**config.mk**
```make
export PLATFORM = sky130hd
export DESIGN_NAME = adder_share_arbiter_flat
export DESIGN_NICKNAME = d
export VERILOG_FILES = /design/src/rtl/adder_share_arbiter_pkg.sv /design/src/rtl/adder_share_arbiter_if.sv /design/src/rtl/adder_share_arbiter_rr_grant.sv /design/src/rtl/adder_share_arbiter.sv /design/src/flat_wrapper.sv
export SDC_FILE = /design/constraint.sdc
export NUM_CORES = 1
export LEC_CHECK = 0
export CAP_MARGIN = 30
export CORE_MARGIN = 2
export CORE_UTILIZATION = 45
export CTS_CLUSTER_DIAMETER = 200
export CTS_CLUSTER_SIZE = 24
export DETAILED_ROUTE_END_ITERATION = 8
export PLACE_DENSITY = 0.89
export SETUP_SLACK_MARGIN = 0.05
export SLEW_MARGIN = 20
export SYNTH_ARGS = -nofsm -noshare
export SYNTH_HDL_FRONTEND = slang
export SYNTH_SLANG_ARGS = --single-unit
```
**constraint.sdc**
```tcl
create_clock -name clk -period 15.9 [get_ports clk]
set_input_delay 2.385 -clock clk [delete_from_list [all_inputs] [get_ports clk]]
set_output_delay 2.385 -clock clk [all_outputs]
set_load 0.05 [all_outputs]
```
**src/rtl/adder_share_arbiter_pkg.sv**
```systemverilog
// Shared types and helpers for the adder-sharing round-robin arbiter.
package adder_share_pkg;

  typedef enum logic {IDLE, LOCKED} arb_state_e;

  localparam int unsigned NREQ_MAX = 8;

  // Next round-robin position after index g, wrapping at n.
  function automatic int unsigned rr_next(input int unsigned g, input int unsigned n);
    return (g == n - 1) ? 0 : g + 1;
  endfunction

endpackage

```
**src/rtl/adder_share_arbiter_if.sv**
```systemverilog
// Requester/response handshake bundle for adder_share_arbiter.
interface adder_share_arbiter_if #(
  parameter int unsigned NREQ = 4,
  parameter int unsigned W    = 16
);
  localparam int unsigned IDW = $clog2(NREQ);

  logic [NREQ-1:0]   req_valid;
  logic [NREQ-1:0]   req_ready;
  logic [NREQ*W-1:0] req_a;
  logic [NREQ*W-1:0] req_b;
  logic [NREQ-1:0]   req_cin;
  logic [NREQ-1:0]   req_chain;
  logic              rsp_valid;
  logic              rsp_ready;
  logic [W-1:0]      rsp_sum;
  logic              rsp_cout;
  logic [IDW-1:0]    rsp_id;

  modport master (
    output req_valid, req_a, req_b, req_cin, req_chain, rsp_ready,
    input  req_ready, rsp_valid, rsp_sum, rsp_cout, rsp_id
  );

  modport slave (
    input  req_valid, req_a, req_b, req_cin, req_chain, rsp_ready,
    output req_ready, rsp_valid, rsp_sum, rsp_cout, rsp_id
  );
endinterface

```
**src/rtl/adder_share_arbiter_rr_grant.sv**
```systemverilog
// Round-robin pick: lowest valid index at or after ptr_i, wrapping to 0.
module rr_grant
  import adder_share_pkg::*;
#(
  parameter int unsigned NREQ = 4
) (
  input  logic [NREQ-1:0]         valid_i,
  input  logic [$clog2(NREQ)-1:0] ptr_i,
  output logic [NREQ-1:0]         grant_o,
  output logic [$clog2(NREQ)-1:0] idx_o,
  output logic                    any_o
);
  localparam int unsigned IDW = $clog2(NREQ);

  int unsigned cur;

  always_comb begin
    grant_o = '0;
    idx_o   = '0;
    any_o   = 1'b0;
    cur     = 32'(ptr_i);
    for (int unsigned i = 0; i < NREQ; i++) begin
      if (!any_o && valid_i[IDW'(cur)]) begin
        any_o                = 1'b1;
        grant_o[IDW'(cur)]   = 1'b1;
        idx_o                = IDW'(cur);
      end
      cur = rr_next(cur, NREQ);
    end
  end

endmodule

```
**src/rtl/adder_share_arbiter.sv**
```systemverilog
// Round-robin sharing of one W-bit adder among NREQ requesters, 1-cycle registered response.
// Optional carry chaining with lane lock enabled by ADDER_CHAIN_EN.
module adder_share_arbiter
  import adder_share_pkg::*;
#(
  parameter int unsigned NREQ = 4,
  parameter int unsigned W    = 16
) (
  input  logic                 clk,
  input  logic                 rst_n,
  adder_share_arbiter_if.slave bus
);
  localparam int unsigned IDW = $clog2(NREQ);

  arb_state_e      state_q;
  logic [IDW-1:0]  ptr_q;
  logic [IDW-1:0]  owner_q;
  logic            carry_q;
  logic            rsp_valid_q;
  logic [W-1:0]    rsp_sum_q;
  logic            rsp_cout_q;
  logic [IDW-1:0]  rsp_id_q;

  logic            slot_free;
  logic            issue;
  logic            cin_sel;
  logic            chain_bit;
  logic [NREQ-1:0] owner_mask;
  logic [NREQ-1:0] arb_valid;
  logic [NREQ-1:0] gnt_onehot;
  logic [IDW-1:0]  gnt_idx;
  logic [W-1:0]    op_a;
  logic [W-1:0]    op_b;
  logic [W:0]      sum_full;

  // Lock state exists in both builds; without chaining it can never be entered.
`ifdef ADDER_CHAIN_EN
  assign chain_bit = bus.req_chain[gnt_idx];
`else
  logic unused_chain;
  assign unused_chain = ^bus.req_chain;
  assign chain_bit    = 1'b0;
`endif

  always_comb begin
    slot_free  = !rsp_valid_q || bus.rsp_ready;
    owner_mask = '0;
    owner_mask[owner_q] = 1'b1;
    arb_valid  = bus.req_valid & {NREQ{slot_free}};
    if (state_q == LOCKED) arb_valid = arb_valid & owner_mask;
  end

  rr_grant #(.NREQ(NREQ)) u_rr_grant (
    .valid_i (arb_valid),
    .ptr_i   (ptr_q),
    .grant_o (gnt_onehot),
    .idx_o   (gnt_idx),
    .any_o   (issue)
  );

  always_comb begin
    op_a = '0;
    op_b = '0;
    for (int unsigned i = 0; i < NREQ; i++) begin
      if (gnt_onehot[i]) begin
        op_a = bus.req_a[i*W +: W];
        op_b = bus.req_b[i*W +: W];
      end
    end
    cin_sel  = (state_q == LOCKED) ? carry_q : bus.req_cin[gnt_idx];
    sum_full = {1'b0, op_a} + {1'b0, op_b} + {{W{1'b0}}, cin_sel};
  end

  assign bus.req_ready = gnt_onehot;
  assign bus.rsp_valid = rsp_valid_q;
  assign bus.rsp_sum   = rsp_sum_q;
  assign bus.rsp_cout  = rsp_cout_q;
  assign bus.rsp_id    = rsp_id_q;

  always_ff @(posedge clk or negedge rst_n) begin
    if (!rst_n) begin
      state_q     <= IDLE;
      ptr_q       <= '0;
      owner_q     <= '0;
      carry_q     <= 1'b0;
      rsp_valid_q <= 1'b0;
      rsp_sum_q   <= '0;
      rsp_cout_q  <= 1'b0;
      rsp_id_q    <= '0;
    end else if (issue) begin
      rsp_valid_q <= 1'b1;
      rsp_sum_q   <= sum_full[W-1:0];
      rsp_cout_q  <= sum_full[W];
      rsp_id_q    <= gnt_idx;
      ptr_q       <= IDW'(rr_next(32'(gnt_idx), NREQ));
      unique case (state_q)
        IDLE: begin
          if (chain_bit) begin
            state_q <= LOCKED;
            owner_q <= gnt_idx;
            carry_q <= sum_full[W];
          end
        end
        LOCKED: begin
          if (chain_bit) begin
            carry_q <= sum_full[W];
          end else begin
            state_q <= IDLE;
            carry_q <= 1'b0;
          end
        end
      endcase
    end else if (bus.rsp_ready) begin
      rsp_valid_q <= 1'b0;
    end
  end

endmodule

```
**src/flat_wrapper.sv**
```systemverilog
// flat-port wrapper written by rule: the top's interface ports become plain ports
module adder_share_arbiter_flat import adder_share_pkg::*;
#(
  parameter int unsigned NREQ = 4,
  parameter int unsigned W    = 16
)
  (clk, rst_n, bus_req_valid, bus_req_a, bus_req_b, bus_req_cin, bus_req_chain, bus_rsp_ready, bus_req_ready, bus_rsp_valid, bus_rsp_sum, bus_rsp_cout, bus_rsp_id);
  adder_share_arbiter_if #(.NREQ(NREQ), .W(W)) bus_i ();
  input  logic clk;
  input  logic rst_n;
  input wire logic [$bits(bus_i.req_valid)-1:0] bus_req_valid;
  input wire logic [$bits(bus_i.req_a)-1:0] bus_req_a;
  input wire logic [$bits(bus_i.req_b)-1:0] bus_req_b;
  input wire logic [$bits(bus_i.req_cin)-1:0] bus_req_cin;
  input wire logic [$bits(bus_i.req_chain)-1:0] bus_req_chain;
  input wire logic [$bits(bus_i.rsp_ready)-1:0] bus_rsp_ready;
  output wire logic [$bits(bus_i.req_ready)-1:0] bus_req_ready;
  output wire logic [$bits(bus_i.rsp_valid)-1:0] bus_rsp_valid;
  output wire logic [$bits(bus_i.rsp_sum)-1:0] bus_rsp_sum;
  output wire logic [$bits(bus_i.rsp_cout)-1:0] bus_rsp_cout;
  output wire logic [$bits(bus_i.rsp_id)-1:0] bus_rsp_id;
  assign bus_i.req_valid = bus_req_valid;
  assign bus_i.req_a = bus_req_a;
  assign bus_i.req_b = bus_req_b;
  assign bus_i.req_cin = bus_req_cin;
  assign bus_i.req_chain = bus_req_chain;
  assign bus_i.rsp_ready = bus_rsp_ready;
  assign bus_req_ready = bus_i.req_ready;
  assign bus_rsp_valid = bus_i.rsp_valid;
  assign bus_rsp_sum = bus_i.rsp_sum;
  assign bus_rsp_cout = bus_i.rsp_cout;
  assign bus_rsp_id = bus_i.rsp_id;
  adder_share_arbiter #(.NREQ(NREQ), .W(W)) u_core (.clk(clk), .rst_n(rst_n), .bus(bus_i));
endmodule
```
==> results of run 1 <==
## cell usage after synthesis, drive strengths merged
master	number
o21ai	10
o2bb2ai	2
ha	22
xor2	4
a2111o	1
o31ai	34
o41ai	1
xnor2	6
nand2	54
and3	2
inv	7
dfrtp	22
a21o	4
or3	2
nor2	60
o311ai	1
o32ai	1
a211oi	2
nand3	9
nand4	1
clkbuf	13
mux2	5
fa	2
a31oi	2
nand2b	4
buf	14
nor2b	3
a21oi	19
or4b	1
nor3b	4
o211ai	3
and2	3
mux2i	8
o21a	5
a2bb2oi	2
mux4	3
o2111a	1
o31a	5
o22a	1
a221oi	35
nor3	8
a31o	1
## layer usage
metal	vias up	GRT usage	wire, um
met1	1732	0.361	4860
met4	0	0.0692	187
met2	163	0.434	5300
li1	1755	-	-
met5	-	0	0
met3	16	0.0283	739
## cell type report
class | count | area, um^2 | area share
repair buffers | 167 | 1670 | 0.334
clock buffers | 4 | 55.1 | 0.0110
inverters | 7 | 26.3 | 0.00527
flip-flops and latches | 22 | 551 | 0.110
well taps | 99 | 124 | 0.0248
multi-input cells | 331 | 2570 | 0.514
## cells by family (layout without fill, tap and decap cells)
family                   count (synthesis)  in the layout  share of synthesized area
AO/OA/AOI/OAI                          130            130                      0.386
multiplexers                            16             16                     0.0619
XOR/XNOR                                10             10                     0.0266
flip-flops                              22             22                      0.167
AND/OR/NAND/NOR                        151            151                      0.203
adder cells (fa/ha/maj)                 24             24                     0.0956
buffers and inverters                   34            178                     0.0603
## cells in the final DEF (no fill, tap or decap), types with 2 or more instances in the layout
cell type / n
a211oi_1: 2
a21o_1: 3
a21oi_1: 18
a221oi_1: 4
a221oi_2: 30
and2_4: 2
buf_4: 4
clkbuf_8: 4
clkdlybuf4s50_1: 162
dfrtp_1: 22
fa_1: 2
ha_1: 22
inv_1: 6
mux2_2: 5
mux2i_1: 8
mux4_2: 3
nand2_1: 54
nand2b_1: 4
nand3_1: 9
nor2_1: 59
nor2b_1: 3
nor3_1: 8
nor3b_1: 4
o211ai_1: 3
o21a_1: 5
o21ai_0: 10
o31a_1: 5
o31ai_1: 21
o31ai_2: 13
or3_1: 2
xnor2_1: 6
xor2_1: 4
## tightest hold or removal path, delay by kind of cell, from the launching register on
family        cells  cell delay, ns
flops             1            0.35
simple gates      2            0.10
## registers in the layout, indices dropped and copies added, names as in the netlist
name                  count
u_core.bus.rsp_sum       16
u_core.bus.rsp_id         2
u_core.ptr_q              2
u_core.bus.rsp_cout       1
u_core.bus.rsp_valid      1
## worst paths after layout
| check | startpoint | end | cells past startpoint |
|---|---|---|---|
| min in group asynchronous | rst_n | u_core.bus.rsp_id[0] | 1 |
| max in group asynchronous | rst_n | u_core.ptr_q[0] | 2 |
| min reg2reg | u_core.bus.rsp_id[1] | u_core.bus.rsp_id[1] | 2 |
| max | bus_req_valid[3] | bus_req_ready[1] | 7 |
| max reg2reg | u_core.ptr_q[0] | u_core.bus.rsp_sum[14] | 19 |
| min | u_core.bus.rsp_id[1] | u_core.bus.rsp_id[1] | 2 |
## metrics by stage
step | hold slack (ns) | setup WS [ns]
after CTS | 0.482 | 7.99
final | 0.476 | 7.96
after global routing | 0.500 | 7.87
after floorplan | 0.648 | 9.41
after detailed placement | 0.464 | 8.00
after global placement | 0.460 | 8.05
==> results.cfg, run 1 <==
[critical_path]
cp-end-kind = output port
required_ns = 13.52
critPathMaxStageDelay_ns = 0.92
crit_top_cell = clkdlybuf4s50_1
slowest_stage = clkdlybuf4s50_1
cp_top_family = buffers and inverters
critPathKind = input port to output port
crit_chain = clkdlybuf4s50_1, mux2_2, mux2i_1, or4b_4, a31oi_4, a21o_4, clkdlybuf4s50_1
worstPathMaxFanout = 33
cp-start-kind = input port
worstPathArrival_ns = 5.55
rrSetupSlack_ns = 9.71
timing.critical_path.buf_inv = 2

[placement]
place_congestion = 0.926
placed_area_mm2 = 0.00492
dpl.cell_count = 625
port-buffer-count = 162
dp_hpwl_um = 8850

[timing]
fin_crit_ns = 7.94
fin_crit_sh = 0.499
worst_pin_slew_ns = 0.879
fin_setup_tns_ns = 0
rsz0062_at_grt = false
setup_viol = 0
fin_skew_ns = 0.00336
fmax_mhz = 126
maxSlewHeadroom = 0.414
maxSlewViolCount = 0
hold_viol = 0

[floorplan]
start_util = 0.459
boundaryPins = 167
num_rows = 31
die_x_um = 89.6
die_y_um = 89.6
die_area_mm2 = 0.00803
core_mm2 = 0.00718

[flow_run]
drv_cap = 0

[clock_tree]
ctsLongestPathBuffers = 2
clkTransAtPathRegs_ns = 0.07
clock_latency_ns = 0.26
cts_tree = built
cts_resized = 0
cts_setup_buffers = 0
clockRootBuffer = clkbuf_8
clock-sinks = 22
cts_hold_buf = 0
htree_levels = 1
cts_buffers = 3

[route]
drt-vias-per-instance = 5.82
drtAntennaViolNets = 0
drt_first_pass_iters = 5
vias = 3666
dr.first_iter.drc_count = 287
wl_per_cell_um = 17.6
remaining_drc_errors = 0
wirelength_um = 11100

[grt]
grt_use_total = 0.261
grt_pass1_vias = 3325
grt_max_degree = 67
grt_pass1_wl_um = 16400
overflow = 0
grt_antenna_before_repair = 0

[final_layout]
area_delta_synth_final_pct = 51.3
layout.nets = 699
antenna_cells = 0
fillCellCount = 555
fin_util = 0.695
drive_above_1_share = 0.137
finalNonFillerCells = 630
final_area_mm2 = 0.00499

[min_path]
hold_class = flip-flop to flip-flop

[yosys]
ys_seq_area_frac = 0.167
syn_inst = 387
yosys.area.top_type_share = 0.167
synth_top_area_cell = dfrtp_1
synth_fp_nets = 554
synth_top_cells_by_area = dfrtp_1 17%, a221oi_2 14%, ha_1 8.3%, nor2_1 6.7%, nand2_1 6.1%
ys_types = 56
syn_avg_cell_area_um2 = 8.52
synth-warning-count = 0
ys_seq_elements = 22
syn_area_mm2 = 0.00330

[outcome]
status = finished, final reports clean
Power of run 1 is not shown: default switching activity piles up to over one toggle a cycle in this logic, so the estimate is an artifact.
==> run 2: changes to the inputs <==
--- a/config.mk
+++ b/config.mk
@@ -7,11 +7,11 @@
 export LEC_CHECK = 0
 export CAP_MARGIN = 30
 export CORE_MARGIN = 2
-export CORE_UTILIZATION = 45
+export CORE_UTILIZATION = 41
 export CTS_CLUSTER_DIAMETER = 200
 export CTS_CLUSTER_SIZE = 24
 export DETAILED_ROUTE_END_ITERATION = 8
-export PLACE_DENSITY = 0.89
+export PLACE_DENSITY = 0.82
 export SETUP_SLACK_MARGIN = 0.05
 export SLEW_MARGIN = 20
 export SYNTH_ARGS = -nofsm -noshare
==> constraint.sdc (replaced) <==
create_clock -name clk -period 7.4 [get_ports clk]
set_input_delay 1.11 -clock clk [delete_from_list [all_inputs] [get_ports clk]]
set_output_delay 1.11 -clock clk [all_outputs]
set_load 0.05 [all_outputs]
==> results.cfg, run 2 (synthesized netlist as in run 1, its figures left out) <==
[timing]
setup_viol = 0
maxSlewHeadroom = 0.455
fin_skew_ns = 0.00266
fin_crit_ns = 6.07
worst_pin_slew_ns = 0.818
rsz0062_at_grt = false
maxSlewViolCount = 0
hold_viol = 0
fin_crit_sh = 0.821
fmax_mhz = 165
fin_setup_tns_ns = 0

[floorplan]
die_x_um = 93.7
core_mm2 = 0.00777
die_y_um = 93.7
die_area_mm2 = 0.00878
num_rows = 32
start_util = 0.424
boundaryPins = 167

[clock_tree]
cts_resized = 0
ctsLongestPathBuffers = 2
cts_setup_buffers = 0
cts_buffers = 3
clockRootBuffer = clkbuf_8
clock_latency_ns = 0.26
clock-sinks = 22
cts_hold_buf = 0
htree_levels = 1
clkTransAtPathRegs_ns = 0.08
cts_tree = built

[outcome]
status = finished, final reports clean

[final_layout]
area_delta_synth_final_pct = 51.7
antenna_cells = 0
layout.nets = 700
mostFrequentLayoutCell = clkdlybuf4s50_1
final_cell_mix = 162 x clkdlybuf4s50_1, 59 x nor2_1, 54 x nand2_1
drive_above_1_share = 0.139
largest_register_ff_count = 16
fillCellCount = 662

[grt]
overflow = 0
grt_max_degree = 46
grt_use_total = 0.249
grt_pass1_vias = 3576
grt_pass1_wl_um = 17600
grt_antenna_before_repair = 0

[min_path]
hold_class = flip-flop to flip-flop
whs_path_depth = 2

[placement]
dp_hpwl_um = 9060
place_congestion = 0.939
port-buffer-count = 162

[route]
wirelength_um = 11000
drtAntennaViolNets = 0
drt_first_pass_iters = 4
dr.first_iter.drc_count = 156
vias = 3579
remaining_drc_errors = 0
drt-vias-per-instance = 5.65
wl_per_cell_um = 17.3

[critical_path]
cp-end-kind = flip-flop
critPathKind = input port to flip-flop
required_ns = 7.55
worstPathMaxFanout = 13
cp-start-kind = input port
worst-r2r-cell-count = 18
worstPathArrival_ns = 6.22

[flow_run]
drv_cap = 0
==> run 2: worst paths after layout <==
| kind | from | end | slack, ns |
|---|---|---|---|
| max in group asynchronous | rst_n | u_core.bus.rsp_sum[3] | 5.85 |
| min in group asynchronous | rst_n | u_core.bus.rsp_sum[1] | 1.13 |
| setup / recovery | bus_req_valid[2] | u_core.bus.rsp_sum[15] | 1.33 |
| hold reg to reg | u_core.bus.rsp_sum[6] | u_core.bus.rsp_sum[6] | 0.49 |
| setup reg to reg | u_core.ptr_q[0] | u_core.bus.rsp_sum[15] | 1.37 |
| hold / removal | u_core.bus.rsp_sum[6] | u_core.bus.rsp_sum[6] | 0.49 |
==> run 2: stage by stage <==
stage	cells	area, um^2	setup WS [ns]	hold slack [ns]	util
6_report	634	5000	1.33	0.486	0.644
5_1_grt	634	5000	0.979	0.514	0.644
4_1_cts	633	4980	1.39	0.488	0.642
3_5_place_dp	629	4930	1.09	0.470	0.635
3_3_place_gp	629	4930	1.24	0.458	0.635
2_1_floorplan	387	3300	2.29	0.648	-
==> run 2: critical path: stages <==
cell,delay [ns]
clkdlybuf4s50_1,0.50
mux4_2,0.52
and2_4,0.20
a21oi_2,0.25
nand3_1,0.20
a221oi_4,0.67
buf_4,0.35
buf_4,0.27
a221oi_2,0.08
o31ai_1,0.44
ha_1,0.39
and2_1,0.20
o21ai_0,0.21
o31ai_1,0.16
o41ai_1,0.33
mux2i_1,0.23
nand3_1,0.09
==> run 2: area by class of cell <==
type	instances	area [um^2]	share of cell area
Multi-Input combinational cell	331	2570	0.513
Sequential cell	22	551	0.110
Tap cell	102	128	0.0255
Timing Repair Buffer	168	1670	0.335
Clock buffer	4	55.1	0.0110
Inverter	7	26.3	0.00526
==> run 2: layer usage <==
| metal | global-route usage | wire length [um] |
|---|---|---|
| met5 | 0 | 0 |
| met4 | 0.0459 | 117 |
| met3 | 0.0249 | 520 |
| met2 | 0.432 | 5360 |
| met1 | 0.339 | 4970 |
Power of run 2 is left out for the same reason.
